## src/rtl/fb_reader_if.sv

```systemverilog
// Bus bundle for fb_reader: Wishbone read channel toward SDRAM plus the
// valid/ready pixel stream toward the VGA output stage.
// master = the framebuffer reader, slave = memory side plus pixel consumer.
interface fb_reader_if;
    logic [31:0] wshb_adr;
    logic        wshb_cyc;
    logic        wshb_stb;
    logic        wshb_we;
    logic [1:0]  wshb_sel;
    logic [2:0]  wshb_cti;
    logic [1:0]  wshb_bte;
    logic [15:0] wshb_dat_sm;
    logic        wshb_ack;
    logic [15:0] pix_data;
    logic        pix_sof;
    logic        pix_valid;
    logic        pix_ready;

    modport master (
        output wshb_adr, wshb_cyc, wshb_stb, wshb_we, wshb_sel, wshb_cti, wshb_bte,
        input  wshb_dat_sm, wshb_ack,
        output pix_data, pix_sof, pix_valid,
        input  pix_ready
    );

    modport slave (
        input  wshb_adr, wshb_cyc, wshb_stb, wshb_we, wshb_sel, wshb_cti, wshb_bte,
        output wshb_dat_sm, wshb_ack,
        input  pix_data, pix_sof, pix_valid,
        output pix_ready
    );
endinterface

```

## src/rtl/fb_reader.sv

```systemverilog
// fb_reader: Wishbone read master that streams the framebuffer out of SDRAM
// in raster order into a first-word-fall-through pixel FIFO.
// Optional feature: define FB_READER_UNDERFLOW_EN to add the 16-bit
// saturating underflow_cnt output (consumer ready while FIFO empty).
//
// state | meaning
// IDLE  | no bus request; waits for a free FIFO slot
// REQ   | cyc/stb high on the current pixel address, waiting for ack
// PAUSE | bus released for GAP cycles after MAX_BURST reads
module fb_reader #(
    parameter int HDISP      = 640,
    parameter int VDISP      = 480,
    parameter int FIFO_DEPTH = 256,
    parameter int MAX_BURST  = 64,
    parameter int GAP        = 2
) (
    input  logic        clk,
    input  logic        rst,
`ifdef FB_READER_UNDERFLOW_EN
    output logic [15:0] underflow_cnt,
`endif
    fb_reader_if.master bus
);

    localparam int XW = $clog2(HDISP);
    localparam int YW = $clog2(VDISP);
    localparam int PW = $clog2(FIFO_DEPTH);
    localparam int CW = $clog2(FIFO_DEPTH) + 1;
    localparam int BW = $clog2(MAX_BURST + 1);
    localparam int GW = $clog2(GAP + 1);

    typedef enum logic [1:0] {
        IDLE  = 2'd0,
        REQ   = 2'd1,
        PAUSE = 2'd2
    } state_t;

    state_t        state;
    state_t        state_nxt;
    logic [XW-1:0] x;
    logic [YW-1:0] y;
    logic [31:0]   adr;
    logic [BW-1:0] burst_cnt;
    logic [GW-1:0] gap_cnt;
    logic [16:0]   mem [FIFO_DEPTH];
    logic [PW-1:0] wr_ptr;
    logic [PW-1:0] rd_ptr;
    logic [CW-1:0] count;
    logic [CW-1:0] count_nxt;
    logic          push;
    logic          pop;
    logic          pix_valid;
    logic          last_in_burst;
    logic          gap_done;
    logic          frame_start;

    // Acks seen outside REQ are stale and never reach the FIFO.
    assign push          = (state == REQ) && bus.wshb_ack;
    assign pix_valid     = (count != '0);
    assign pop           = pix_valid && bus.pix_ready;
    assign last_in_burst = (burst_cnt == BW'(MAX_BURST - 1));
    assign gap_done      = (gap_cnt == GW'(GAP - 1));
    assign frame_start   = (x == '0) && (y == '0);

    // FIFO occupancy after this cycle's push/pop, used for the REQ decision.
    always_comb begin
        count_nxt = count;
        if (push && !pop) begin
            count_nxt = count + CW'(1);
        end else if (!push && pop) begin
            count_nxt = count - CW'(1);
        end
    end

    // FSM state register.
    always_ff @(posedge clk) begin
        if (rst) begin
            state <= IDLE;
        end else begin
            state <= state_nxt;
        end
    end

    // FSM next state; a request is only launched while a FIFO slot is free,
    // and the count cannot grow during REQ, so the pending ack always fits.
    always_comb begin
        state_nxt = state;
        case (state)
            IDLE: begin
                if (count < CW'(FIFO_DEPTH)) begin
                    state_nxt = REQ;
                end
            end
            REQ: begin
                if (push) begin
                    if (last_in_burst) begin
                        state_nxt = PAUSE;
                    end else if (count_nxt < CW'(FIFO_DEPTH)) begin
                        state_nxt = REQ;
                    end else begin
                        state_nxt = IDLE;
                    end
                end
            end
            PAUSE: begin
                // Leave straight into REQ so the bus sees exactly GAP idle cycles.
                if (gap_done) begin
                    state_nxt = (count < CW'(FIFO_DEPTH)) ? REQ : IDLE;
                end
            end
            default: state_nxt = IDLE;
        endcase
    end

    // FSM outputs: classic single-cycle read, fixed bus attributes.
    always_comb begin
        bus.wshb_cyc = (state == REQ);
        bus.wshb_stb = (state == REQ);
        bus.wshb_adr = adr;
        bus.wshb_we  = 1'b0;
        bus.wshb_sel = 2'b11;
        bus.wshb_cti = 3'b000;
        bus.wshb_bte = 2'b00;
    end

    // Raster walk, byte address, burst and pause counters.
    always_ff @(posedge clk) begin
        if (rst) begin
            x         <= '0;
            y         <= '0;
            adr       <= '0;
            burst_cnt <= '0;
            gap_cnt   <= '0;
        end else begin
            if (push) begin
                if (x == XW'(HDISP - 1)) begin
                    x <= '0;
                    if (y == YW'(VDISP - 1)) begin
                        y   <= '0;
                        adr <= '0;
                    end else begin
                        y   <= y + YW'(1);
                        adr <= adr + 32'd2;
                    end
                end else begin
                    x   <= x + XW'(1);
                    adr <= adr + 32'd2;
                end
                burst_cnt <= last_in_burst ? '0 : burst_cnt + BW'(1);
            end
            gap_cnt <= (state == PAUSE) ? gap_cnt + GW'(1) : '0;
        end
    end

    // FIFO storage: {sof, pixel}; contents need no reset since count gates them.
    always_ff @(posedge clk) begin
        if (push) begin
            mem[wr_ptr] <= {frame_start, bus.wshb_dat_sm};
        end
    end

    // FIFO pointers and occupancy.
    always_ff @(posedge clk) begin
        if (rst) begin
            wr_ptr <= '0;
            rd_ptr <= '0;
            count  <= '0;
        end else begin
            if (push) begin
                wr_ptr <= wr_ptr + PW'(1);
            end
            if (pop) begin
                rd_ptr <= rd_ptr + PW'(1);
            end
            count <= count_nxt;
        end
    end

    // First-word-fall-through head; outputs read zero while empty.
    always_comb begin
        bus.pix_valid = pix_valid;
        bus.pix_data  = pix_valid ? mem[rd_ptr][15:0] : 16'h0000;
        bus.pix_sof   = pix_valid && mem[rd_ptr][16];
    end

`ifdef FB_READER_UNDERFLOW_EN
    // Count cycles the consumer wanted a pixel and none was there; saturating.
    always_ff @(posedge clk) begin
        if (rst) begin
            underflow_cnt <= 16'h0000;
        end else if (bus.pix_ready && !pix_valid && (underflow_cnt != 16'hFFFF)) begin
            underflow_cnt <= underflow_cnt + 16'd1;
        end
    end
`endif

endmodule

```

## src/flat_wrapper.sv

```systemverilog
// flat-port wrapper written by rule: the top's interface ports become plain ports
module fb_reader_flat 
#(
    parameter int HDISP      = 640,
    parameter int VDISP      = 480,
    parameter int FIFO_DEPTH = 256,
    parameter int MAX_BURST  = 64,
    parameter int GAP        = 2
)
  (clk, rst, bus_wshb_adr, bus_wshb_cyc, bus_wshb_stb, bus_wshb_we, bus_wshb_sel, bus_wshb_cti, bus_wshb_bte, bus_wshb_dat_sm, bus_wshb_ack, bus_pix_data, bus_pix_sof, bus_pix_valid, bus_pix_ready);
  fb_reader_if bus_i ();
  input  logic clk;
  input  logic rst;
  output wire logic [$bits(bus_i.wshb_adr)-1:0] bus_wshb_adr;
  output wire logic [$bits(bus_i.wshb_cyc)-1:0] bus_wshb_cyc;
  output wire logic [$bits(bus_i.wshb_stb)-1:0] bus_wshb_stb;
  output wire logic [$bits(bus_i.wshb_we)-1:0] bus_wshb_we;
  output wire logic [$bits(bus_i.wshb_sel)-1:0] bus_wshb_sel;
  output wire logic [$bits(bus_i.wshb_cti)-1:0] bus_wshb_cti;
  output wire logic [$bits(bus_i.wshb_bte)-1:0] bus_wshb_bte;
  input wire logic [$bits(bus_i.wshb_dat_sm)-1:0] bus_wshb_dat_sm;
  input wire logic [$bits(bus_i.wshb_ack)-1:0] bus_wshb_ack;
  output wire logic [$bits(bus_i.pix_data)-1:0] bus_pix_data;
  output wire logic [$bits(bus_i.pix_sof)-1:0] bus_pix_sof;
  output wire logic [$bits(bus_i.pix_valid)-1:0] bus_pix_valid;
  input wire logic [$bits(bus_i.pix_ready)-1:0] bus_pix_ready;
  assign bus_wshb_adr = bus_i.wshb_adr;
  assign bus_wshb_cyc = bus_i.wshb_cyc;
  assign bus_wshb_stb = bus_i.wshb_stb;
  assign bus_wshb_we = bus_i.wshb_we;
  assign bus_wshb_sel = bus_i.wshb_sel;
  assign bus_wshb_cti = bus_i.wshb_cti;
  assign bus_wshb_bte = bus_i.wshb_bte;
  assign bus_i.wshb_dat_sm = bus_wshb_dat_sm;
  assign bus_i.wshb_ack = bus_wshb_ack;
  assign bus_pix_data = bus_i.pix_data;
  assign bus_pix_sof = bus_i.pix_sof;
  assign bus_pix_valid = bus_i.pix_valid;
  assign bus_i.pix_ready = bus_pix_ready;
  fb_reader #(.HDISP(HDISP), .VDISP(VDISP), .FIFO_DEPTH(FIFO_DEPTH), .MAX_BURST(MAX_BURST), .GAP(GAP)) u_core (.clk(clk), .rst(rst), .bus(bus_i));
endmodule
```

## config.mk

```make
export PLATFORM = sky130hd
export DESIGN_NAME = fb_reader_flat
export DESIGN_NICKNAME = d
export VERILOG_FILES = /design/src/rtl/fb_reader_if.sv /design/src/rtl/fb_reader.sv /design/src/flat_wrapper.sv
export SDC_FILE = /design/constraint.sdc
export NUM_CORES = 2
export LEC_CHECK = 0
export BUFFER_PORTS_ARGS = -buffer_cell sky130_fd_sc_hd__clkbuf_2
export CAP_MARGIN = 0
export CORE_ASPECT_RATIO = 1.5
export CORE_MARGIN = 2
export CORE_UTILIZATION = 40
export CTS_CLUSTER_DIAMETER = 200
export DETAILED_ROUTE_END_ITERATION = 10
export GPL_ROUTABILITY_DRIVEN = 0
export SYNTH_ARGS = -nofsm -noshare
export SYNTH_HDL_FRONTEND = slang
export SYNTH_MEMORY_MAX_BITS = 65536
export SYNTH_SLANG_ARGS = --single-unit
```

## constraint.sdc

```tcl
create_clock -name clk -period 12.1 [get_ports clk]
set_input_delay 3.63 -clock clk [delete_from_list [all_inputs] [get_ports clk]]
set_output_delay 3.63 -clock clk [all_outputs]
set_load 0.02 [all_outputs]
```

==> flow_metrics.env <==
export IMPL_cts_max_level=5
export IMPL_grtUsageMet3_pct=3.12
export IMPL_routed_via_density=5.89
export IMPL_vias=86700
export IMPL_pre_cts_slack_ns=2.73
export IMPL_p_seq_share_pct=49.2
export IMPL_regArea_mm2=0.133
export IMPL_postPlaceCellArea_mm2=0.181
export IMPL_fmax_ghz=0.0957
export IMPL_report_final_hold_viol_count=0
export IMPL_min_period_ns=10.45
export IMPL_insertion_delay_ns=1.01
export IMPL_cts_hold_buffers=0
export IMPL_crit_required_ns=8.47
export IMPL_tightest_slew_ns=1.57
export IMPL_async_flop_share_pct=0
export IMPL_tritoncts="built"
export IMPL_slew_violations=2
export IMPL_comb_power_share_pct=13.5
export IMPL_critPathCaptureType="output pin"
export IMPL_cts_sinks=4446
export IMPL_syn_avg_cell_area_um2=20.7
export IMPL_slew_headroom_pct=-5.67
export IMPL_final_cell_mix="edfxtp_1, mux4_2, mux2i_1, clkbuf_16, buf_4"
export IMPL_arrival_ns=6.82
export IMPL_r2r_end="u_core.state[0]"
export IMPL_syn2layout_area_growth_pct=12.6
export IMPL_whs_path_depth=1
export IMPL_p_per_area_mw_per_mm2=178
export IMPL_ys_types=64
export IMPL_fin_crit_sh_pct=86.4
export IMPL_clock_path_buffers=4
export IMPL_synth_cells=8326
export IMPL_switching_share_pct=25.1
export IMPL_seq_area_frac_synth_pct=76.9
export IMPL_drt_initial_drc_count=10400
export IMPL_firstDrtPassIters=6
export IMPL_p_clk_share_pct=37.3
export IMPL_cp_start_kind="flop"
export IMPL_row_count=295
export IMPL_r2r_slack_ns=8.03
export IMPL_io_buffers=70
export IMPL_setup_ws_ns=1.65
export IMPL_routed_wl_um=482000
export IMPL_hp_start="u_core.gap_cnt[0]"
export IMPL_post_route_cell_area_mm2=0.194
export IMPL_grt_pass1_vias=87000
export IMPL_p_sw_uw=8680
export IMPL_ff2ff_path_depth=14
export IMPL_peakVddDrop_mv=0.168
export IMPL_ys_warn_count=0
export IMPL_cts_buffers=404
export IMPL_cts_clk_slew_worst_paths_ns=0.07
export IMPL_dp_cells=14000
export IMPL_die_w_um=540
export IMPL_antenna_found_initial=27
export IMPL_final_common_cell="edfxtp_1"
export IMPL_drv_cap=2
export IMPL_hpwl_um=288000
export IMPL_hold_path_end="u_core.gap_cnt[0]"
export IMPL_drive_above_1_share_pct=23.2
export IMPL_post_drt_wl_per_cell_um=32.8
export IMPL_die_area_mm2=0.436
export IMPL_track_usage_pct=21.6
export IMPL_grt_max_degree=170
export IMPL_power_internal_uw=25900
export IMPL_multi_input_area_mm2=0.0372
export IMPL_dieHeight_um=808
export IMPL_ios=80
export IMPL_setup_violations=0
export IMPL_path_max_fanout=109
export IMPL_finClkSkew_ns=0.102
export IMPL_violations="capacitance limit, slew limit"
export IMPL_synth_seq_cells=4446
export IMPL_use_met2_pct=37.3
export IMPL_netlist_area_mm2=0.172
export IMPL_cts_setup_buffers=0
export IMPL_busiest_layer="met2"
export IMPL_root_buffer="clkbuf_16"
export IMPL_dominantRegCellSynth="edfxtp_1"
export IMPL_setup_tns_ns=0
export IMPL_rsz0062_at_grt="no"
export IMPL_num_nets_final=8751
export IMPL_grtUsageMet1_pct=26.6
export IMPL_fillers=36000
export IMPL_outcome="finished, violations left"
export IMPL_crit_type="reg2out"
export IMPL_grt_pass1_wl_um=671000
export IMPL_final_core_util_pct=45.2
export IMPL_drtAntennaViolNets=0
export IMPL_stdcell_count=14700
export IMPL_overflow=0
export IMPL_worstReg2RegStart="u_core.count[0]"
export IMPL_hp_class="reg2reg"
export IMPL_core_mm2=0.430
export IMPL_synth_edf_count=4352
export IMPL_cellLeakagePower_uw=0.0577
export IMPL_start_util_pct=40.1
export IMPL_post_cts_resized=0
export IMPL_drcViolationCount=0
## critical path, stage by stage (launching register included)
cell and delay, ns:
dfxtp_4 0.66, buf_12 0.61, buf_4 0.81, mux4_2 0.36
o22ai_1 0.13, a211oi_1 0.66, nand4_1 0.66, nor4_1 1.39
clkbuf_2 0.36
## routing by layer
layer,vias to the layer above,share of wire (%)
met1,46300,37
met5,-,0.022
li1,35600,-
met2,3936,51
met4,14,5.7
met3,841,7.0
## cell usage after synthesis (68+ instances only)
| master | number | area [um2] |
|---|---|---|
| nand2_1 | 124 | 465 |
| edfxtp_1 | 4352 | 131000 |
| mux4_2 | 828 | 18600 |
| a21oi_1 | 192 | 961 |
| a211oi_1 | 70 | 526 |
| nor2_1 | 392 | 1470 |
| buf_2 | 106 | 531 |
| dfxtp_1 | 94 | 1880 |
| mux2i_1 | 647 | 6480 |
| o221ai_1 | 288 | 2520 |
| o21ai_0 | 68 | 340 |
| o22ai_1 | 154 | 963 |
| clkbuf_1 | 241 | 905 |
| buf_6 | 69 | 777 |
## worst max-delay path by stage
| stage | endpoint | cells past startpoint | start | slack [ns] |
|---|---|---|---|---|
| floorplan | u_core.mem[0][16] | 3 | u_core.y[5] | 4.66 |
| global placement | bus_pix_data[14] | 8 | flop | 2.51 |
| detailed placement | bus_pix_data[14] | 9 | flop | 2.73 |
| CTS | bus_pix_data[0] | 8 | flop | 1.68 |
| global route | bus_pix_data[14] | 9 | flop | 1.41 |
| finish | bus_pix_data[11] | 8 | flop | 1.65 |
## state kept, by name, summed over array words and instances (netlist names), named ones only
signal	count
u_core.rd_ptr	8
u_core.state	2
u_core.bus.wshb_adr	31
u_core.wr_ptr	8
u_core.count	9
u_core.mem	4352
u_core.gap_cnt	2
u_core.x	10
u_core.burst_cnt	7
u_core.y	9
## through the flow
step                      total power (uW)  hold WS (ns)
after floorplan                      20300         0.397
after global placement               22000         0.405
after global routing                 35500         0.443
after detailed placement             22100         0.415
after CTS                            34900         0.424
final                                34600         0.422
## cells by family after synthesis
group,share of synthesized area [%]
other cells,0.00436
mux,14.8
compound gates,3.77
buf+inv,1.74
simple gates,2.34
xor+xnor,0.290
fa+ha+maj,0.123
flops,76.9
## cell type report
cell class              instances  area share [%]
diodes                          8          0.0103
flip-flops and latches       4446            68.3
clock buffers                 493            5.56
multi-input cells            3355            19.2
inverters                      29          0.0600
well taps                    5643            3.64
clock inverters               259            1.27
repair buffers                478            1.95
## power groups by stage
stage	clock (uW)	sequential [uW]	combinational, uW
after floorplan	0	17300	2960
after global placement	0	17400	4630
after detailed placement	0	17400	4700
after CTS	13100	17000	4710
after global routing	13700	17000	4860
final	12900	17000	4680
Note: power is estimated with default switching activity, not from simulation.
